--- config.mk ---
export PLATFORM = sky130hd
export DESIGN_NAME = pc_register_ctrl_flat
export DESIGN_NICKNAME = d
export VERILOG_FILES = /design/src/rtl/pc_register_ctrl_if.sv /design/src/rtl/pc_register_ctrl.sv /design/src/flat_wrapper.sv
export SDC_FILE = /design/constraint.sdc
export NUM_CORES = 1
export LEC_CHECK = 0
export CAP_MARGIN = 20
export CORE_MARGIN = 1.5
export CORE_UTILIZATION = 48
export CTS_BUF_LIST = sky130_fd_sc_hd__clkbuf_8
export DETAILED_ROUTE_END_ITERATION = 12
export PLACE_DENSITY = 0.86
export REMOVE_ABC_BUFFERS = 1
export SLEW_MARGIN = 0
export SYNTH_ARGS = -nofsm -noshare
export SYNTH_HDL_FRONTEND = slang
export SYNTH_SLANG_ARGS = --single-unit
--- constraint.sdc ---
create_clock -name clk -period 2.33 [get_ports clk]
set_input_delay 0.466 -clock clk [delete_from_list [all_inputs] [get_ports clk]]
set_output_delay 0.466 -clock clk [all_outputs]
set_load 0.03 [all_outputs]
--- src/rtl/pc_register_ctrl_if.sv ---
// rtl/pc_register_ctrl_if.sv - PC register control bus; PC_TRACE_EN adds trace outputs
interface pc_register_ctrl_if;
  logic [31:0] pc_next;
  logic        pc_write;
  logic        pc_write_cond;
  logic [1:0]  branch_type;
  logic        alu_zero;
  logic        alu_gt;
  logic        exc_ack;
  logic [31:0] pc;
  logic [31:0] epc;
  logic        pc_loaded;
  logic        misalign_exc;
`ifdef PC_TRACE_EN
  logic [31:0] trace_count;
  logic [31:0] last_branch_target;
`endif

  modport master (
    output pc_next, pc_write, pc_write_cond, branch_type, alu_zero, alu_gt, exc_ack,
`ifdef PC_TRACE_EN
    input  trace_count, last_branch_target,
`endif
    input  pc, epc, pc_loaded, misalign_exc
  );

  modport slave (
    input  pc_next, pc_write, pc_write_cond, branch_type, alu_zero, alu_gt, exc_ack,
`ifdef PC_TRACE_EN
    output trace_count, last_branch_target,
`endif
    output pc, epc, pc_loaded, misalign_exc
  );
endinterface

--- src/rtl/pc_register_ctrl.sv ---
// rtl/pc_register_ctrl.sv - program counter with branch resolution and misalign fault; PC_TRACE_EN adds load tracing
module pc_register_ctrl #(
  parameter logic [31:0] RESET_PC    = 32'h0000_0000,
  parameter bit          ALIGN_CHECK = 1'b1
) (
  input  logic clk,
  input  logic reset,
  pc_register_ctrl_if.slave bus
);

  typedef enum logic [1:0] {
    RUN   = 2'b00,
    FAULT = 2'b01
  } state_t;

  state_t      state_q, state_d;
  logic [31:0] pc_q, pc_d;
  logic [31:0] epc_q, epc_d;
  logic        loaded_q, loaded_d;
  logic        cond;
  logic        load_req;
  logic        misaligned;

  always_comb begin
    case (bus.branch_type)
      2'b00:   cond = bus.alu_zero;
      2'b01:   cond = !bus.alu_zero;
      2'b10:   cond = bus.alu_gt;
      default: cond = !bus.alu_gt;
    endcase
  end

  assign load_req   = bus.pc_write | (bus.pc_write_cond & cond);
  assign misaligned = ALIGN_CHECK && (bus.pc_next[1:0] != 2'b00);

  always_comb begin
    state_d  = state_q;
    pc_d     = pc_q;
    epc_d    = epc_q;
    loaded_d = 1'b0;
    case (state_q)
      RUN: begin
        if (load_req) begin
          if (misaligned) begin
            epc_d   = pc_q;
            state_d = FAULT;
          end else begin
            pc_d     = bus.pc_next;
            loaded_d = 1'b1;
          end
        end
      end
      FAULT: begin
        // load requests are dropped until the control unit acknowledges
        if (bus.exc_ack) state_d = RUN;
      end
      default: state_d = RUN;
    endcase
  end

  always_ff @(posedge clk) begin
    if (reset) begin
      state_q  <= RUN;
      pc_q     <= RESET_PC;
      epc_q    <= 32'h0;
      loaded_q <= 1'b0;
    end else begin
      state_q  <= state_d;
      pc_q     <= pc_d;
      epc_q    <= epc_d;
      loaded_q <= loaded_d;
    end
  end

  assign bus.pc           = pc_q;
  assign bus.epc          = epc_q;
  assign bus.pc_loaded    = loaded_q;
  assign bus.misalign_exc = (state_q == FAULT);

`ifdef PC_TRACE_EN
  logic [31:0] trace_count_q;
  logic [31:0] last_branch_target_q;

  always_ff @(posedge clk) begin
    if (reset) begin
      trace_count_q        <= 32'h0;
      last_branch_target_q <= 32'h0;
    end else begin
      if (loaded_d) trace_count_q <= trace_count_q + 32'd1;
      // only a taken conditional branch counts; pc_write takes priority
      if (loaded_d && !bus.pc_write) last_branch_target_q <= bus.pc_next;
    end
  end

  assign bus.trace_count        = trace_count_q;
  assign bus.last_branch_target = last_branch_target_q;
`endif

endmodule

--- src/flat_wrapper.sv ---
// flat-port wrapper written by rule: the top's interface ports become plain ports
module pc_register_ctrl_flat 
#(
  parameter logic [31:0] RESET_PC    = 32'h0000_0000,
  parameter bit          ALIGN_CHECK = 1'b1
)
  (clk, reset, bus_pc_next, bus_pc_write, bus_pc_write_cond, bus_branch_type, bus_alu_zero, bus_alu_gt, bus_exc_ack, bus_pc, bus_epc, bus_pc_loaded, bus_misalign_exc);
  pc_register_ctrl_if bus_i ();
  input  logic clk;
  input  logic reset;
  input wire logic [$bits(bus_i.pc_next)-1:0] bus_pc_next;
  input wire logic [$bits(bus_i.pc_write)-1:0] bus_pc_write;
  input wire logic [$bits(bus_i.pc_write_cond)-1:0] bus_pc_write_cond;
  input wire logic [$bits(bus_i.branch_type)-1:0] bus_branch_type;
  input wire logic [$bits(bus_i.alu_zero)-1:0] bus_alu_zero;
  input wire logic [$bits(bus_i.alu_gt)-1:0] bus_alu_gt;
  input wire logic [$bits(bus_i.exc_ack)-1:0] bus_exc_ack;
  output wire logic [$bits(bus_i.pc)-1:0] bus_pc;
  output wire logic [$bits(bus_i.epc)-1:0] bus_epc;
  output wire logic [$bits(bus_i.pc_loaded)-1:0] bus_pc_loaded;
  output wire logic [$bits(bus_i.misalign_exc)-1:0] bus_misalign_exc;
  assign bus_i.pc_next = bus_pc_next;
  assign bus_i.pc_write = bus_pc_write;
  assign bus_i.pc_write_cond = bus_pc_write_cond;
  assign bus_i.branch_type = bus_branch_type;
  assign bus_i.alu_zero = bus_alu_zero;
  assign bus_i.alu_gt = bus_alu_gt;
  assign bus_i.exc_ack = bus_exc_ack;
  assign bus_pc = bus_i.pc;
  assign bus_epc = bus_i.epc;
  assign bus_pc_loaded = bus_i.pc_loaded;
  assign bus_misalign_exc = bus_i.misalign_exc;
  pc_register_ctrl #(.RESET_PC(RESET_PC), .ALIGN_CHECK(ALIGN_CHECK)) u_core (.clk(clk), .reset(reset), .bus(bus_i));
endmodule
# Word-level counts from Yosys, hierarchy flattened

Cells that the tools add are included.

Bits in registers: 67
Word-level logic and storage cells: 30
Output and inout bits: 66

Muxes and demuxes: 6
Bitwise logic cells: 5
Reduce and logical (&&, ||, !) cells: 9
Eq/ne operators: 6

Operator list:

| operator             | count |
|---|---|
| $reduce_and A3 Y1    | 3 |
| $mux W2              | 3 |
| $eq A2 B1 Y1 const B | 2 |
| $logic_not A2 Y1     | 2 |
| $ne A2 B1 Y1 const B | 2 |
| $pmux W2 S2          | 1 |
| $not A1 Y1           | 3 |
| $pmux W1 S3          | 1 |
| $reduce_or A3 Y1     | 1 |
| $eq A2 B2 Y1 const B | 1 |
| $logic_not A1 Y1     | 2 |
| $ne A2 B2 Y1 const B | 1 |
| $reduce_bool A2 Y1   | 1 |
| $and A1 B1 Y1        | 1 |
| $mux W1              | 1 |
| $or A1 B1 Y1         | 1 |

# Depth between registers and ports, before layout

Depth in word-level cells: 6
Gate-level depth with buffers: 6
Depth with buffers taken out: 4

# Worst setup path before layout

OpenSTA, ideal clock, no wires.

Path type: register to register
Start point: register u_core.state_q[0]
End point: register u_core.epc_q[21], in the netlist u_core.bus.epc[21]
Slack: 0.697 ns
Data arrival time: 1.561 ns
Required time: 2.258 ns
Buffers on the path: 2
Period minus slack after synthesis: 1.633 ns
Cell stages (with the launch flop): 7
Cell sequence: dfxtp_1 and3b_1 mux2i_1 a21o_1 buf_6 buf_6 mux2i_1

Cells in the longest elaborated chain, start to end: 2

Ends and longest elaborated chain:

| element                            | line                   | text |
|---|---|---|
| start, declared                    | pc_register_ctrl.sv:16 | `state_t state_q, state_d;` |
| start signal, assigned             | pc_register_ctrl.sv:68 | `state_q <= state_d;` |
| $logic_not A2 Y1                   | pc_register_ctrl.sv:41 | `case (state_q)` |
| $reduce_and A3 Y1 (no source line) | n/a                    |  |
| end signal, assigned               | pc_register_ctrl.sv:70 | `epc_q <= epc_d;` |
| end, declared                      | pc_register_ctrl.sv:18 | `logic [31:0] epc_q, epc_d;` |

No other way between the ends.
A chain may end at the register's enable or synchronous reset.

# Final worst setup path

Start point: register u_core.pc_q[10], in the netlist u_core.bus.pc[10]
End point: output bus_pc[10]

RTL lines:

| element                | line                   | text |
|---|---|---|
| start, declared        | pc_register_ctrl.sv:17 | `logic [31:0] pc_q, pc_d;` |
| start signal, assigned | pc_register_ctrl.sv:69 | `pc_q <= pc_d;` |
| end, declared          | flat_wrapper.sv:18     | `output wire logic [$bits(bus_i.pc)-1:0] bus_pc;` |

No word-level cell between the ends.

==> reports/summary.md <==
The flow ran to the end, and the final reports show no timing, DRC or antenna violations. The power per unit of standard cell area came out at 623.4 nW/um^2. The run gives 9508 microns as the wire length of the first global-routing pass. On the critical path, the stage with the largest delay is an instance of clkdlybuf4s50_1. In the layout the commonest cells are clkdlybuf4s50_1, nand2b_1, dfxtp_1.

Sequential elements use 48.31% of the synthesized area. The run gives 0.4544 mV as the peak ir drop on the vdd network. Hold path startpoint: u_core.bus.epc[0]. In this design, the stage delay of the slowest critical-path cell is 0.71 ns. The count of yosys warnings during synthesis was 0; the cell count of the worst reg-to-reg path was 6.

The critical path in this run is classified as reg -> out. Leaving out fill and tap cells, the most frequent cell in the layout is clkdlybuf4s50_1. The largest net degree at the start of global routing is 99, and the worst setup skew after layout is 0.007251 ns. The post-layout minimum cycle time is 1.865 ns, and the timing-limited maximum frequency is 536.1 MHz.

Setup violations remaining at the end of the flow were counted as 0. The number of hold-repair buffers added at the cts stage was 0. The type of element launching the critical path is a register. The area of the placeable core came out at 5507 sq um. The area growth from synthesis to layout is 49.91%. The tools report the footprint of the flip-flops and latches as 1321 sq um.

The data arrival time of the critical path was 1.40 ns; the transition at the pin with the smallest max-transition slack was 0.3473 ns. The die outline height was 78.49 microns; the via count of the first global-routing pass was 1992. After detailed routing, the total wire length is 5882 microns. For the final number of max-transition violations, the log shows 0. The worst path buffer plus inverter count is 1. The mean number of vias per cell is 4.703. The gate count after technology mapping is 253. The final-report hold violation count is 0. The required time of the critical path is 1.86 ns, and the clock latency at the later pin of the worst-skew pair is 0.33 ns.

The worst hold path was traced through 2 stages. The count of cells resized by post-cts repair came out at 0. The maximum fanout encountered on the critical timing path works out to 2. The path class of the tightest hold or removal check is reg -> reg. Clock tree root buffer cell: clkbuf_8. The H-tree generated during clock tree synthesis spans 3 levels. Across every metal layer, demand over resource in global routing totals 20.03%. Mean post-synth cell area: 10.81 sq um. The die footprint was 6160 sq um. TritonCTS built the clock tree. The synthesized design contains 66 register bits.

Endpoint class of the critical path: an output pin. In this design, the largest share of critical-path delay is due to buffers and inverters. In this run the critical register-to-register path is launched from u_core.state_q[0]. For the count of buffers added by post-CTS timing repair for setup, the log shows 0.

The total overflow left after global routing is 0. Total power for the finished layout comes to 0.002556 W. The die extent in x works out to 78.49 microns.

The fraction of the cycle the final worst path needs came out at 80.06%. The first-pass iteration count of the detailed router was 4. The clock passes through at most 2 buffers. The number of remaining DRC errors is 0. The run gives 27 as the number of core rows. The final worst-path setup slack is 0.4646 ns. The number of nets with antenna violations after detailed routing was 0; the number of antenna violations at the first check in global routing was 0. The count of input and output buffers is 106, and the synthesized cell area is 2735 sq um. Setup repair after global routing left no endpoint under its margin. Traced cell by cell, the critical path runs through clkdlybuf4s50_1. The clock sink count is 66.

In this run the worst setup path begins at u_core.bus.pc[10]. The tools report the number of violations reported at the end of detailed-routing iteration 0 as 104. The cell leakage power was 1.579 nW; the worst slack at placement was 0.1571 ns. Summing over every cut layer, the via total after detailed routing is 2055. The run gives 415 as the count of filler cells inserted in the layout.

Excluding fillers, the count of instances in the completed layout stands at 437. The placed cell count was 421. The reg-to-reg setup timing slack came out at 0.78 ns. Pin placement for this block handled 107 I/O pins. For hold timing, the worst endpoint is u_core.bus.epc[0].

The endpoint identified for the worst register-to-register timing path is u_core.bus.pc[10]. 0 antenna diodes ended up in the layout. Setup total negative slack on the finished layout was measured at 0 ns. For this run, the share of the core covered by cells in the final layout is 74.46%. Once the floorplan was initialized, standard cells occupied 49.67% of the core. The multi-input combinational cells in the finished layout cover a total of 1320 sq um. Dividing the detail-routed wire length by the instance count gives 13.46 microns. Counting distinct cell types in the post-synthesis netlist gives 14. After clock tree synthesis, the clock-pin slew on the worst setup and hold paths is 0.07 ns. Headroom to the max-slew limit came out at 76.78%. The share of final-layout standard cells stronger than drive strength 1 was 6.301%; the net count reported at finish was 401. The number of CTS-inserted buffers is 9, and the estimated wirelength of the detail-placed design is 3991 microns. The logs give 0 for the number of violations of the max-capacitance limit and 0.7377 for the routability congestion estimate from global placement.
cells in the mapped netlist:
cell	number	area (sq um)
buf_4	1	7.510
clkbuf_1	10	37.54
dfxtp_1	66	1321
a21boi_0	1	7.510
and3b_1	1	8.760
a21o_1	1	7.510
nor2_1	1	3.750
nor3b_1	3	22.52
nand2b_1	96	600.6
a21oi_1	2	10.01
buf_2	1	5.000
buf_6	5	56.30
nor2b_1	1	6.260
mux2i_1	64	640.6
per-stage QoR:
step | instance area [sq um] | hold slack, ns
floorplan | 2629 | 0.5351
global placement | 3902 | 0.4574
detailed placement | 3902 | 0.4650
CTS | 4100 | 0.4771
global route | 4100 | 0.4986
finish | 4100 | 0.4744
worst max-delay path by stage:
stage                                     to  cells past startpoint
after global placement    u_core.bus.epc[18]                      6
after floorplan            u_core.bus.pc[10]                      4
after global routing              bus_epc[6]                      1
final                             bus_pc[10]                      1
after CTS                         bus_pc[10]                      1
after detailed placement   u_core.bus.epc[9]                      6
logic make-up after synthesis:
family	count (synthesis)	synth area share (%)
buffers and inverters	17	3.888
flip-flops	66	48.31
multiplexers	64	23.42
AO/OA/AOI/OAI	4	0.9151
AND/OR/NAND/NOR	102	23.47
worst min-delay path, delay by kind of cell, from the launching register on:
family / cells / cell delay (ns)
AND/OR/NAND/NOR: 1 / 0.06
flip-flops: 1 / 0.31
multiplexers: 1 / 0.05
state kept, by name, indices dropped and copies added, names as in the netlist:
signal,flops
u_core.bus.epc,32
u_core.bus.pc_loaded,1
u_core.bus.pc,32
u_core.state_q,1
cell type report:
class | count | area share (%)
flip-flops and latches | 66 | 32.22
multi-input cells | 170 | 32.19
well taps | 72 | 2.197
clock inverters | 5 | 1.129
clock buffers | 11 | 3.692
repair buffers | 113 | 28.56
routing by layer:
layer,wire length (microns),vias to the layer above,share of wire [%],GRT usage [%]
met4,39,0,0.66,5.357
met1,2635,940,45,24.60
met3,403,5,6.9,7.558
li1,-,1040,-,-
met5,0,-,0,0
met2,2804,70,48,32.96
power by group:
group,internal [W],leakage [nW],switching (W)
Sequential,0.00116,0.535,0.0000210
Clock,0.000540,0.113,0.000406
Combinational,0.000230,0.932,0.000196
Total,0.00193,1.58,0.000623
No activity file was read; power rests on OpenSTA's default activity.
